### src/rtl/mem_stage_if.sv
// rtl/mem_stage_if.sv - data-memory req/ack port of the memory pipeline stage
// The stage is the master; the memory answers with ack and read data in the same cycle.
interface mem_stage_if;
  logic        dmem_req;
  logic        dmem_we;
  logic [31:0] dmem_addr;
  logic [31:0] dmem_wdata;
  logic [3:0]  dmem_be;
  logic        dmem_ack;
  logic [31:0] dmem_rdata;

  modport master (
    output dmem_req, dmem_we, dmem_addr, dmem_wdata, dmem_be,
    input  dmem_ack, dmem_rdata
  );

  modport slave (
    input  dmem_req, dmem_we, dmem_addr, dmem_wdata, dmem_be,
    output dmem_ack, dmem_rdata
  );
endinterface

### src/rtl/mem_stage.sv
// rtl/mem_stage.sv - memory pipeline stage: sized load/store over req/ack with timeout
// Consumes X/M registers, stalls upstream while a request is outstanding, produces M/W.
module mem_stage #(
  parameter int TIMEOUT = 64,
  parameter int CNT_W   = 7
) (
  input  logic        clk_in,
  input  logic        rst_n_in,
  input  logic        xm_valid_in,
  input  logic [31:0] XM_O,
  input  logic [31:0] XM_B,
  input  logic [31:0] XM_IR,
  input  logic        mem_rw_in,
  input  logic        mem_out_sel_in,
  input  logic [1:0]  mem_access_size_in,
  input  logic        wb_we_in,
  input  logic [4:0]  wb_reg_addr_in,
  mem_stage_if.master dmem,
  output logic        stall_out,
  output logic [31:0] MW_O,
  output logic [31:0] MW_IR,
  output logic        wb_we_out,
  output logic [4:0]  wb_reg_addr_out,
  output logic        mw_valid_out,
  output logic        fault_out
);

  localparam logic [0:0] S_IDLE  = 1'b0;
  localparam logic [0:0] S_REQ   = 1'b1;
  localparam logic [1:0] SZ_HALF = 2'b01;
  localparam logic [1:0] SZ_BYTE = 2'b10;

  logic [0:0]       state;
  logic [CNT_W-1:0] cnt;
  logic [31:0]      addr_q, wdata_q, o_q, ir_q;
  logic [3:0]       be_q;
  logic [1:0]       size_q, off_q;
  logic             we_q, sel_q, wb_we_q;
  logic [4:0]       dest_q;

  logic        mem_op, misaligned, start, timeout, in_req;
  logic [3:0]  be_next;
  logic [31:0] wdata_next, load_val;
  logic [7:0]  byte_v;
  logic [15:0] half_v;

  assign mem_op  = xm_valid_in & (mem_rw_in | mem_out_sel_in);
  assign in_req  = (state == S_REQ);
  assign start   = (state == S_IDLE) & mem_op & ~misaligned;
  assign timeout = in_req & ~dmem.dmem_ack & (cnt == CNT_W'(TIMEOUT - 1));
  assign stall_out = start | (in_req & ~dmem.dmem_ack);

  always_comb begin
    misaligned = 1'b0;
    be_next    = 4'b1111;
    wdata_next = XM_B;
    case (mem_access_size_in)
      SZ_BYTE: begin
        be_next    = 4'b1000 >> XM_O[1:0];
        wdata_next = {4{XM_B[7:0]}};
      end
      SZ_HALF: begin
        misaligned = XM_O[0];
        be_next    = XM_O[1] ? 4'b0011 : 4'b1100;
        wdata_next = {2{XM_B[15:0]}};
      end
      default: misaligned = |XM_O[1:0];
    endcase
  end

  // Big-endian lanes: offset 0 selects the most significant byte/half.
  always_comb begin
    byte_v   = 8'(dmem.dmem_rdata >> {~off_q, 3'b000});
    half_v   = off_q[1] ? dmem.dmem_rdata[15:0] : dmem.dmem_rdata[31:16];
    load_val = dmem.dmem_rdata;
    case (size_q)
      SZ_BYTE: load_val = ir_q[28] ? {24'b0, byte_v} : {{24{byte_v[7]}}, byte_v};
      SZ_HALF: load_val = ir_q[28] ? {16'b0, half_v} : {{16{half_v[15]}}, half_v};
      default: load_val = dmem.dmem_rdata;
    endcase
  end

  assign dmem.dmem_req   = in_req;
  assign dmem.dmem_we    = in_req & we_q;
  assign dmem.dmem_be    = in_req ? be_q : 4'b0000;
  assign dmem.dmem_addr  = addr_q;
  assign dmem.dmem_wdata = wdata_q;

  always_ff @(posedge clk_in or negedge rst_n_in) begin
    if (!rst_n_in) begin
      state           <= S_IDLE;
      cnt             <= '0;
      addr_q          <= '0;
      wdata_q         <= '0;
      o_q             <= '0;
      ir_q            <= '0;
      be_q            <= '0;
      size_q          <= '0;
      off_q           <= '0;
      we_q            <= 1'b0;
      sel_q           <= 1'b0;
      wb_we_q         <= 1'b0;
      dest_q          <= '0;
      MW_O            <= '0;
      MW_IR           <= '0;
      wb_we_out       <= 1'b0;
      wb_reg_addr_out <= '0;
      mw_valid_out    <= 1'b0;
      fault_out       <= 1'b0;
    end else begin
      fault_out <= 1'b0;
      case (state)
        S_IDLE: begin
          cnt <= '0;
          if (start) begin
            state        <= S_REQ;
            addr_q       <= {XM_O[31:2], 2'b00};
            wdata_q      <= wdata_next;
            be_q         <= be_next;
            we_q         <= mem_rw_in;
            sel_q        <= mem_out_sel_in;
            size_q       <= mem_access_size_in;
            off_q        <= XM_O[1:0];
            o_q          <= XM_O;
            ir_q         <= XM_IR;
            wb_we_q      <= wb_we_in;
            dest_q       <= wb_reg_addr_in;
            mw_valid_out <= 1'b0;
            wb_we_out    <= 1'b0;
          end else if (mem_op) begin
            // misaligned: retire immediately as a faulting, non-writing instruction
            MW_O            <= XM_O;
            MW_IR           <= XM_IR;
            wb_reg_addr_out <= wb_reg_addr_in;
            wb_we_out       <= 1'b0;
            mw_valid_out    <= 1'b1;
            fault_out       <= 1'b1;
          end else if (xm_valid_in) begin
            MW_O            <= XM_O;
            MW_IR           <= XM_IR;
            wb_reg_addr_out <= wb_reg_addr_in;
            wb_we_out       <= wb_we_in;
            mw_valid_out    <= 1'b1;
          end else begin
            wb_we_out    <= 1'b0;
            mw_valid_out <= 1'b0;
          end
        end
        default: begin
          if (dmem.dmem_ack) begin
            state           <= S_IDLE;
            cnt             <= '0;
            MW_O            <= sel_q ? load_val : o_q;
            MW_IR           <= ir_q;
            wb_reg_addr_out <= dest_q;
            wb_we_out       <= wb_we_q & ~we_q;
            mw_valid_out    <= 1'b1;
          end else if (timeout) begin
            state           <= S_IDLE;
            cnt             <= '0;
            MW_IR           <= ir_q;
            wb_reg_addr_out <= dest_q;
            wb_we_out       <= 1'b0;
            mw_valid_out    <= 1'b1;
            fault_out       <= 1'b1;
          end else begin
            cnt          <= cnt + 1'b1;
            wb_we_out    <= 1'b0;
            mw_valid_out <= 1'b0;
          end
        end
      endcase
    end
  end

endmodule
### src/flat_wrapper.sv
// flat-port wrapper written by rule: the top's interface ports become plain ports
module mem_stage_flat 
#(
  parameter int TIMEOUT = 64,
  parameter int CNT_W   = 7
)
  (clk_in, rst_n_in, xm_valid_in, XM_O, XM_B, XM_IR, mem_rw_in, mem_out_sel_in, mem_access_size_in, wb_we_in, wb_reg_addr_in, stall_out, MW_O, MW_IR, wb_we_out, wb_reg_addr_out, mw_valid_out, fault_out, dmem_dmem_req, dmem_dmem_we, dmem_dmem_addr, dmem_dmem_wdata, dmem_dmem_be, dmem_dmem_ack, dmem_dmem_rdata);
  mem_stage_if dmem_i ();
  input  logic clk_in;
  input  logic rst_n_in;
  input  logic xm_valid_in;
  input  logic [31:0] XM_O;
  input  logic [31:0] XM_B;
  input  logic [31:0] XM_IR;
  input  logic mem_rw_in;
  input  logic mem_out_sel_in;
  input  logic [1:0] mem_access_size_in;
  input  logic wb_we_in;
  input  logic [4:0] wb_reg_addr_in;
  output logic stall_out;
  output logic [31:0] MW_O;
  output logic [31:0] MW_IR;
  output logic wb_we_out;
  output logic [4:0] wb_reg_addr_out;
  output logic mw_valid_out;
  output logic fault_out;
  output wire logic [$bits(dmem_i.dmem_req)-1:0] dmem_dmem_req;
  output wire logic [$bits(dmem_i.dmem_we)-1:0] dmem_dmem_we;
  output wire logic [$bits(dmem_i.dmem_addr)-1:0] dmem_dmem_addr;
  output wire logic [$bits(dmem_i.dmem_wdata)-1:0] dmem_dmem_wdata;
  output wire logic [$bits(dmem_i.dmem_be)-1:0] dmem_dmem_be;
  input wire logic [$bits(dmem_i.dmem_ack)-1:0] dmem_dmem_ack;
  input wire logic [$bits(dmem_i.dmem_rdata)-1:0] dmem_dmem_rdata;
  assign dmem_dmem_req = dmem_i.dmem_req;
  assign dmem_dmem_we = dmem_i.dmem_we;
  assign dmem_dmem_addr = dmem_i.dmem_addr;
  assign dmem_dmem_wdata = dmem_i.dmem_wdata;
  assign dmem_dmem_be = dmem_i.dmem_be;
  assign dmem_i.dmem_ack = dmem_dmem_ack;
  assign dmem_i.dmem_rdata = dmem_dmem_rdata;
  mem_stage #(.TIMEOUT(TIMEOUT), .CNT_W(CNT_W)) u_core (.clk_in(clk_in), .rst_n_in(rst_n_in), .xm_valid_in(xm_valid_in), .XM_O(XM_O), .XM_B(XM_B), .XM_IR(XM_IR), .mem_rw_in(mem_rw_in), .mem_out_sel_in(mem_out_sel_in), .mem_access_size_in(mem_access_size_in), .wb_we_in(wb_we_in), .wb_reg_addr_in(wb_reg_addr_in), .dmem(dmem_i), .stall_out(stall_out), .MW_O(MW_O), .MW_IR(MW_IR), .wb_we_out(wb_we_out), .wb_reg_addr_out(wb_reg_addr_out), .mw_valid_out(mw_valid_out), .fault_out(fault_out));
endmodule
### config.mk
export PLATFORM = sky130hd
export DESIGN_NAME = mem_stage_flat
export DESIGN_NICKNAME = d
export VERILOG_FILES = /design/src/rtl/mem_stage_if.sv /design/src/rtl/mem_stage.sv /design/src/flat_wrapper.sv
export SDC_FILE = /design/constraint.sdc
export NUM_CORES = 1
export LEC_CHECK = 0
export CAP_MARGIN = 20
export CORE_ASPECT_RATIO = 0.6
export CORE_MARGIN = 5
export CORE_UTILIZATION = 50
export CTS_CLUSTER_SIZE = 8
export DETAILED_ROUTE_END_ITERATION = 10
export PLACE_DENSITY = 0.84
export SLEW_MARGIN = 20
export SYNTH_ARGS = -nofsm -noshare
export SYNTH_HDL_FRONTEND = slang
export SYNTH_SLANG_ARGS = --single-unit
### constraint.sdc
create_clock -name clk_in -period 3.8 [get_ports clk_in]
set_input_delay 0.38 -clock clk_in [delete_from_list [all_inputs] [get_ports clk_in]]
set_output_delay 0.38 -clock clk_in [all_outputs]
set_load 0.02 [all_outputs]
# Word-level counts from Yosys, hierarchy flattened
# Cells that the tools add are included.
[totals] mem_bits_ro=0 mem_bits_rw=0 out_inout_bits=143 word_cells=98 memories=0 register_bits=222 latchBits=0
[classes] n_eq_ne=8 mul=0 n_div=0 n_lt_le_gt_ge=0 add_sub_neg=1 n_mux=49 n_shift=2 reduce_logical=5 bitwise_logic=14
[ops] operator="2-to-1 mux 32 bit" count=14
[ops] operator="one-hot mux 32 bit (2 select lines)" count=2
[ops] operator="right shift 32 x 5 -> 8 bit" count=1
[ops] operator="2-to-1 mux 5 bit" count=6
[ops] operator="2-to-1 mux 7 bit" count=3
[ops] operator="2-to-1 mux 1 bit" count=19
[ops] operator="2-to-1 mux 16 bit" count=1
[ops] operator="2-to-1 mux 4 bit" count=2
[ops] operator="one-hot mux 4 bit (2 select lines)" count=1
[ops] operator="adder 7 x 1 -> 7 bit (second input constant)" count=1
[ops] operator="bitwise AND 1 bit" count=7
[ops] operator="== test 7 x 6 -> 1 bit (second input constant)" count=1
[ops] operator="AND reduction 3 bit" count=2
[ops] operator="== test 2 x 1 -> 1 bit (second input constant)" count=2
[ops] operator="== test 2 bit (second input constant)" count=2
[ops] operator="inverter 1 bit" count=4
[ops] operator="right shift 4 x 2 -> 4 bit (first input constant)" count=1
[ops] operator="inequality test 3 bit (second input constant)" count=1
[ops] operator="nonzero test 3 bit" count=1
[ops] operator="inequality test 2 x 1 -> 1 bit (second input constant)" count=1
[ops] operator="inequality test 2 bit (second input constant)" count=1
[ops] operator="inverter 2 bit" count=1
[ops] operator="bitwise OR 1 bit" count=2
[ops] operator="one-hot mux 1 bit (2 select lines)" count=1
[ops] operator="2 further kinds" count=2

# Logic depth before layout (Yosys ltp)
# Gate-level depths: netlist of the first run.
[logic_depth] ltp_word=7 mapped_depth=9 depth_no_buf=6

# Worst setup path before layout of the first run
# Ideal clock, no wire load.
[synth_timing] path_type="input to register" from="input mem_access_size_in[0]" to="register u_core.MW_IR[24]" setup_ps=125 path_buffers=2 setup_slack_ps=1754 cell_stages=8 arrival_ps=1921 cell_sequence="inv_1 > ha_1 > o21ai_1 > a31oi_1 > a21oi_1 > buf_2 > buf_2 > mux2_2"
[synth_via] elab_chain_cells=6 elab_cells_between_ends=7 classes_between="eq/ne (3); mux (1); bitwise (2); reduce/logical (1)"
[synth_lines] item="start: declaration" line_no="flat_wrapper.sv:17" rtl="input logic [1:0] mem_access_size_in;"
[synth_lines] item="== test 2 x 1 -> 1 bit / == test 2 bit (equally long branches)" line_no="mem_stage.sv:57" rtl="case (mem_access_size_in)"
[synth_lines] item="one-hot mux 1 bit (2 select lines) *" line_no="mem_stage.sv:57"
[synth_lines] item="inverter 1 bit *" line_no="mem_stage.sv:49" rtl="assign start = (state == S_IDLE) & mem_op & ~misaligned;"
[synth_lines] item="bitwise AND 1 bit *" line_no="mem_stage.sv:49"
[synth_lines] item="inequality test 2 x 1 -> 1 bit (no source line) *"
[synth_lines] item="AND reduction 3 bit (no source line) *"
[synth_lines] item="end signal: assignment" line_no="mem_stage.sv:154" rtl="MW_IR <= ir_q;"
[synth_lines] item="end signal: assignment" line_no="mem_stage.sv:161" rtl="MW_IR <= ir_q;"
[synth_lines] item="end: declaration" line_no="mem_stage.sv:21" rtl="output logic [31:0] MW_IR,"
# Every way passes the cells marked *; elsewhere a longest branch is shown, timed or not.
# A chain may end at the register's enable or synchronous reset.

# Final worst setup path of the first run
[layout_timing] from="input mem_access_size_in[0]" to="output stall_out"
[layout_via] elab_chain_cells=5 elab_cells_between_ends=6 classes_between="eq/ne (2); mux (1); bitwise (3)"
[layout_lines] item="== test 2 x 1 -> 1 bit / == test 2 bit (equally long branches)" line_no="mem_stage.sv:57"
[layout_lines] item="one-hot mux 1 bit (2 select lines) *" line_no="mem_stage.sv:57"
[layout_lines] item="inverter 1 bit *" line_no="mem_stage.sv:49"
[layout_lines] item="bitwise AND 1 bit *" line_no="mem_stage.sv:49"
[layout_lines] item="bitwise OR 1 bit *" line_no="mem_stage.sv:51" rtl="assign stall_out = start | (in_req & ~dmem.dmem_ack);"
[layout_lines] item="end: declaration" line_no="flat_wrapper.sv:20" rtl="output logic stall_out;"
# Marked as above.

==> results of run 1 <==
## power by group
group,internal [mW],switching [mW]
clock,1.12,0.830
combinational,1.88,1.89
sequential,2.71,0.528
total,5.70,3.25
## metal layers
| layer | GRT usage [%] | vias to the layer above | part of all wire (%) |
|---|---|---|---|
| met5 | 0 | - | 0.045 |
| li1 | - | 3511 | - |
| met3 | 10.42 | 34 | 9.8 |
| met4 | 7.038 | 2 | 1.6 |
| met2 | 41.00 | 342 | 46 |
| met1 | 35.11 | 3884 | 43 |
## flip-flops by register name (all words and copies together), names as in the netlist, 2 cells and up
signal / flops
u_core.size_q: 2
u_core.dmem.dmem_wdata: 32
u_core.MW_IR: 32
u_core.cnt: 7
u_core.dest_q: 5
u_core.ir_q: 32
u_core.MW_O: 32
u_core.o_q: 30
u_core.wb_reg_addr_out: 5
u_core.be_q: 4
## metrics by stage
stage | utilization (%) | std cells | hold WS, ps | worst slack (ps)
finish | 68.55 | 1329 | -35.15 | 903.5
global route | 68.55 | 1329 | 45.33 | 804.6
CTS | 68.55 | 1329 | 20.35 | 921.8
detailed placement | 65.17 | 1298 | 464.8 | 917.5
global placement | 65.17 | 1298 | 448.8 | 1001
floorplan | - | 849 | 84.41 | 1754
## layout by cell type, fill, tap and decap left out, types with 8 or more instances in the layout
cell,netlist,layout
o221a_2,13,13
inv_1,20,20
nand2_1,72,72
mux2_2,161,161
o22ai_1,8,8
nor2b_1,16,16
nor3_1,20,20
dfrtp_1,190,188
a2bb2oi_1,16,16
mux2i_1,8,8
a221oi_1,20,20
clkbuf_16,0,17
clkdlybuf4s50_1,0,281
o221ai_1,8,8
a22oi_1,8,8
a211oi_1,8,8
nor2_1,28,28
buf_4,33,15
a21oi_1,11,10
o21ai_0,64,64
o31ai_1,14,14
a31oi_1,17,17
## cells in the mapped netlist (all sizes together), types with 2 or more instances
| master | number | area share [%] |
|---|---|---|
| a211o | 2 | 0.18 |
| a211oi | 9 | 0.76 |
| a21o | 2 | 0.16 |
| a21oi | 11 | 0.58 |
| a221oi | 20 | 1.8 |
| a22oi | 8 | 0.63 |
| a2bb2oi | 16 | 1.5 |
| a31o | 3 | 0.28 |
| a31oi | 17 | 1.1 |
| and2 | 5 | 0.33 |
| and3 | 3 | 0.20 |
| buf | 56 | 3.8 |
| clkbuf | 39 | 1.5 |
| dfrtp | 190 | 50 |
| ha | 5 | 0.66 |
| inv | 20 | 0.79 |
| mux2 | 161 | 19 |
| mux2i | 8 | 0.84 |
| nand2 | 72 | 2.8 |
| nand2b | 4 | 0.26 |
| nand3 | 5 | 0.26 |
| nor2 | 28 | 1.1 |
| nor2b | 16 | 1.1 |
| nor3 | 20 | 1.1 |
| o21ai | 67 | 3.5 |
| o221a | 13 | 1.5 |
| o221ai | 8 | 0.74 |
| o22ai | 8 | 0.53 |
| o31ai | 14 | 1.1 |
| or2 | 3 | 0.20 |
| xnor2 | 2 | 0.18 |
| xor2 | 2 | 0.18 |
## area by class of cell
cell class | instances | area, um^2 | area share [%]
flip-flops and latches | 190 | 4760 | 36.86
inverters | 21 | 78.83 | 0.6105
repair buffers | 298 | 2959 | 22.92
well taps | 246 | 307.8 | 2.384
multi-input cells | 543 | 4169 | 32.29
clock buffers | 17 | 425.4 | 3.295
clock inverters | 14 | 211.5 | 1.638
## cell families after synthesis
family                     count (synthesis)  synth area share [%]
muxes                                    170                 20.17
xor gates and xnor gates                   4                0.3690
other                                      1               0.03949
buffers and inverters                    116                 6.180
DFF                                      190                 50.07
adders and majority gates                  5                0.6588
AOI/OAI and AO/OA                        205                 15.13
and+or+nand+nor                          157                 7.379
## worst paths after layout
check	from	to	slack, ps	depth (start not counted)
setup reg to reg	u_core.dmem.dmem_req$_DFF_PN0_	u_core.MW_IR[5]$_DFFE_PN0P_	1220	6
max in group asynchronous	rst_n_in	u_core.MW_IR[22]$_DFFE_PN0P_	2860	2
hold / removal	rst_n_in	u_core.ir_q[4]$_DFFE_PN0P_	-40	1
setup / recovery	mem_access_size_in[0]	stall_out	900	7
hold reg to reg	u_core.cnt[0]$_DFF_PN0_	u_core.cnt[0]$_DFF_PN0_	480	1
min in group clk_in	u_core.cnt[0]$_DFF_PN0_	u_core.cnt[0]$_DFF_PN0_	480	1
## worst reg2reg max path, stage by stage, from the launching register on
cell and delay, ps:
dfrtp_4 880, nand2b_1 290, a31oi_1 70, buf_4 210, a21oi_4 110, buf_4 450, mux2_2 440
==> impl_metrics.ini, run 1 <==
[status]
status = complete, but fails checks
violations = hold timing

[worst_setup_path]
critPathTopFamily = buffers and inverters
crit_type = in2out
cp-start-kind = input pin
path_cells = clkdlybuf4s50_1 > inv_1 > ha_1 > o21ai_1 > nand4_1 > nand2_1 > clkdlybuf4s50_1
slowest_stage = clkdlybuf4s50_1
crit_top_cell = clkdlybuf4s50_1
cpPeakStageDelay_ps = 650
critPathArrivalTime_ps = 2520
crit_fanout = 4
end_kind = output port
crit_buf_inv = 3
cp_data_required_time_ps = 3420

[route]
drc_errors = 0
first_iter_violations = 442
dr.pass1.iters = 5
wl_per_cell_um = 21.93
num_vias = 7773
routed_wl_um = 29150
detail_route.vias_per_cell = 5.849
detail-route-antenna-nets = 0

[synthesis]
ys_seq_area_share_pct = 50.07
synth.ff_latch_count = 190
synth_edf_count = 0
synthFlopType = dfrtp_1
synth_area_um2 = 9495
yosysWarnings = 0
synth_area_per_cell_um2 = 11.20
syn_inst = 848
ys_types = 48
synthArstFlopShare_pct = 100.0

[floorplan]
start_util_pct = 50.41
die_h_um = 116.7
die_w_um = 187.9
die_area_um2 = 21940
pin_count = 285
core_area_um2 = 18840
rows = 39

[sta]
min_period_ps = 2897
holdWs_ps = -35.15
fin_skew_ps = 11.99
report.final.slew_viol_count = 0
tightest_slew_ps = 799.4
tns_ps = 0
fmax_ghz = 0.3452
finalCritPeriodShare_pct = 76.22
maxSlewHeadroom_pct = 46.51
setup_viol = 0
hold_viol_final = 17
rsz0062_at_grt = false

[layout]
fillers = 1360
n_antenna_cell = 0
drive_gt1_share_pct = 21.51
synthToLayoutAreaGrowth_pct = 35.97
nets = 1218
final_area_um2 = 12910

[power_and_ir_drop]
peakVddDrop_mv = 0.4821
finalPower_mw = 8.954
powerDensity_nw_per_um2 = 693.5
power.leakage_nw = 5.326

[cts]
cts.sinks = 190
cts-root-buf = clkbuf_16
path_clk_slew_ps = 70
holdBufCountCts = 0
cts_tree = built
numCtsBuffers = 17
worstSkewPairLatency_ps = 440
cts.path.max_buffers = 2
cts_resized = 0
htree_levels = 4
post_cts_buffers = 0

[placement]
port-buffer-count = 282
gp_congestion = 0.8361
place_hpwl_um = 20370
place_area_um2 = 12270

[global_routing]
grt_max_degree = 142
grt_pass1_wl_um = 44960
gr-total-overflow = 0
grt_pass1_vias = 8049
antenna_found_initial = 1
grtUsageTotal_pct = 26.42

[run]
cap_violations = 0

[worst_hold_path]
min_path_type = in2async
No activity file was read; power rests on OpenSTA's default activity.
==> inputs of run 2 (changes only) <==
- CORE_UTILIZATION: 50 -> 43
- PLACE_DENSITY: 0.84 -> 0.77
- clock period: 3.8 -> 2.6 ns (I/O delays scaled with it)
==> impl_metrics.ini, run 2 (synthesized netlist as in run 1, its figures left out) <==
[worst_setup_path]
cp-start-kind = register
end_kind = output port
r2r_end = u_core.MW_O[3]$_DFFE_PN0P_
cp_data_required_time_ps = 2340
reg2reg_depth = 6
r2r_slack_ps = 450
crit_type = reg2out
r2r_start = u_core.size_q[0]$_DFFE_PN0P_
critPathArrivalTime_ps = 2130
crit_fanout = 23

[sta]
hold_viol_final = 0
holdWs_ps = 406.0
report.final.slew_viol_count = 0
maxSlewHeadroom_pct = 50.79
fmax_ghz = 0.4190
setup_ws_ps = 213.5
tightest_slew_ps = 735.4
rsz0062_at_grt = false
tns_ps = 0
min_period_ps = 2387
setup_viol = 0
finalCritPeriodShare_pct = 91.79
fin_skew_ps = 10.19

[layout]
multi_input_area_um2 = 4169
final_common_cell = clkdlybuf4s50_1
stdcell_count = 1382
nets = 1231
drive_gt1_share_pct = 22.28
seq_area_um2 = 4760
synthToLayoutAreaGrowth_pct = 37.49
layout_common_cells = clkdlybuf4s50_1 (280), dfrtp_1 (188), mux2_2 (161), nand2_1 (72), o21ai_0 (64)
fin_util_pct = 59.72
final_area_um2 = 13060
fillers = 1821

[global_routing]
gr-total-overflow = 0
grt_pass1_vias = 8117
antenna_found_initial = 5
grtUsageTotal_pct = 23.47
grt_pass1_wl_um = 46750
grt_max_degree = 67

[route]
dr_wl_met3_um = 3109
first_iter_violations = 458
dr.pass1.iters = 6
num_vias = 7815
highest_layer = met5
routed_wl_um = 30500
routed-wl-met2_um = 13500
drc_errors = 0
wl_per_cell_um = 22.07
detail-route-antenna-nets = 0
detail_route.vias_per_cell = 5.655
wl_met1_um = 13190

[placement]
place_area_um2 = 12500
dp.cells = 1350
gp_congestion = 0.8580
place_hpwl_um = 22160
port-buffer-count = 282
pre_cts_ws_ps = 171.3

[cts]
worstSkewPairLatency_ps = 430
cts.sinks = 190
cts_tree = built
cts.path.max_buffers = 2
numCtsBuffers = 17
path_clk_slew_ps = 70
cts-root-buf = clkbuf_16
htree_levels = 4
cts_resized = 0

[floorplan]
die_h_um = 125.1
rows = 42
die_w_um = 201.8
die_area_um2 = 25250
start_util_pct = 43.44
pin_count = 285
core_area_um2 = 21860

[status]
status = complete, no violations

[power_and_ir_drop]
finalPower_mw = 12.84
peakVddDrop_mv = 0.5302
power.leakage_nw = 5.381
powerDensity_nw_per_um2 = 983.2

[worst_hold_path]
min_path_type = in2async

[run]
cap_violations = 0
run 2: critical path, cell delays in order (launching register included):
cell             delay (ps)
dfrtp_4                 610
buf_4                   270
and2_1                  150
clkdlybuf4s50_1         660
run 2: layout make-up:
class	instances	area share (%)
Sequential cell	190	36.46
Multi-Input combinational cell	543	31.93
Timing Repair Buffer	311	24.08
Clock buffer	18	3.287
Tap cell	286	2.741
Clock inverter	12	0.8721
Inverter	21	0.6038
Antenna cell	1	0.01917
run 2: timing repair:
action                                  4_1_cts  5_1_grt
endpoints found under the setup margin        0        0
buffers inserted                              0        0
hold buffers                                  1        0
hold endpoints to repair                     63        0
run 2: worst max-delay path by stage:
| stage | from | to | slack [ps] | cells past startpoint |
|---|---|---|---|---|
| 2_1_floorplan | mem_access_size_in[0] | u_core.MW_IR[24]$_DFFE_PN0P_ | 670 | 8 |
| 3_3_place_gp | mem_access_size_in[0] | u_core.MW_IR[21]$_DFFE_PN0P_ | 250 | 8 |
| 3_5_place_dp | mem_access_size_in[0] | u_core.MW_IR[23]$_DFFE_PN0P_ | 170 | 8 |
| 4_1_cts | u_core.dmem.dmem_req$_DFF_PN0_ | dmem_dmem_be[3] | 180 | 3 |
| 5_1_grt | u_core.dmem.dmem_req$_DFF_PN0_ | dmem_dmem_be[3] | 120 | 3 |
| 6_report | u_core.dmem.dmem_req$_DFF_PN0_ | dmem_dmem_be[3] | 210 | 3 |
run 2: report_power, final:
part           internal, mW  switching (mW)  leakage [nW]  total (mW)
Clock                  1.32            1.18         0.261        2.50
Combinational          2.81            2.86          2.85        5.67
Sequential             3.96           0.705          2.27        4.67
Total                  8.10            4.74          5.38        12.8
run 2: routing by layer:
layer  vias up  GRT usage (%)
met3        47          9.808
met2       356          35.09
met4        10          6.345
li1       3541              -
met5         -              0
met1      3861          31.65
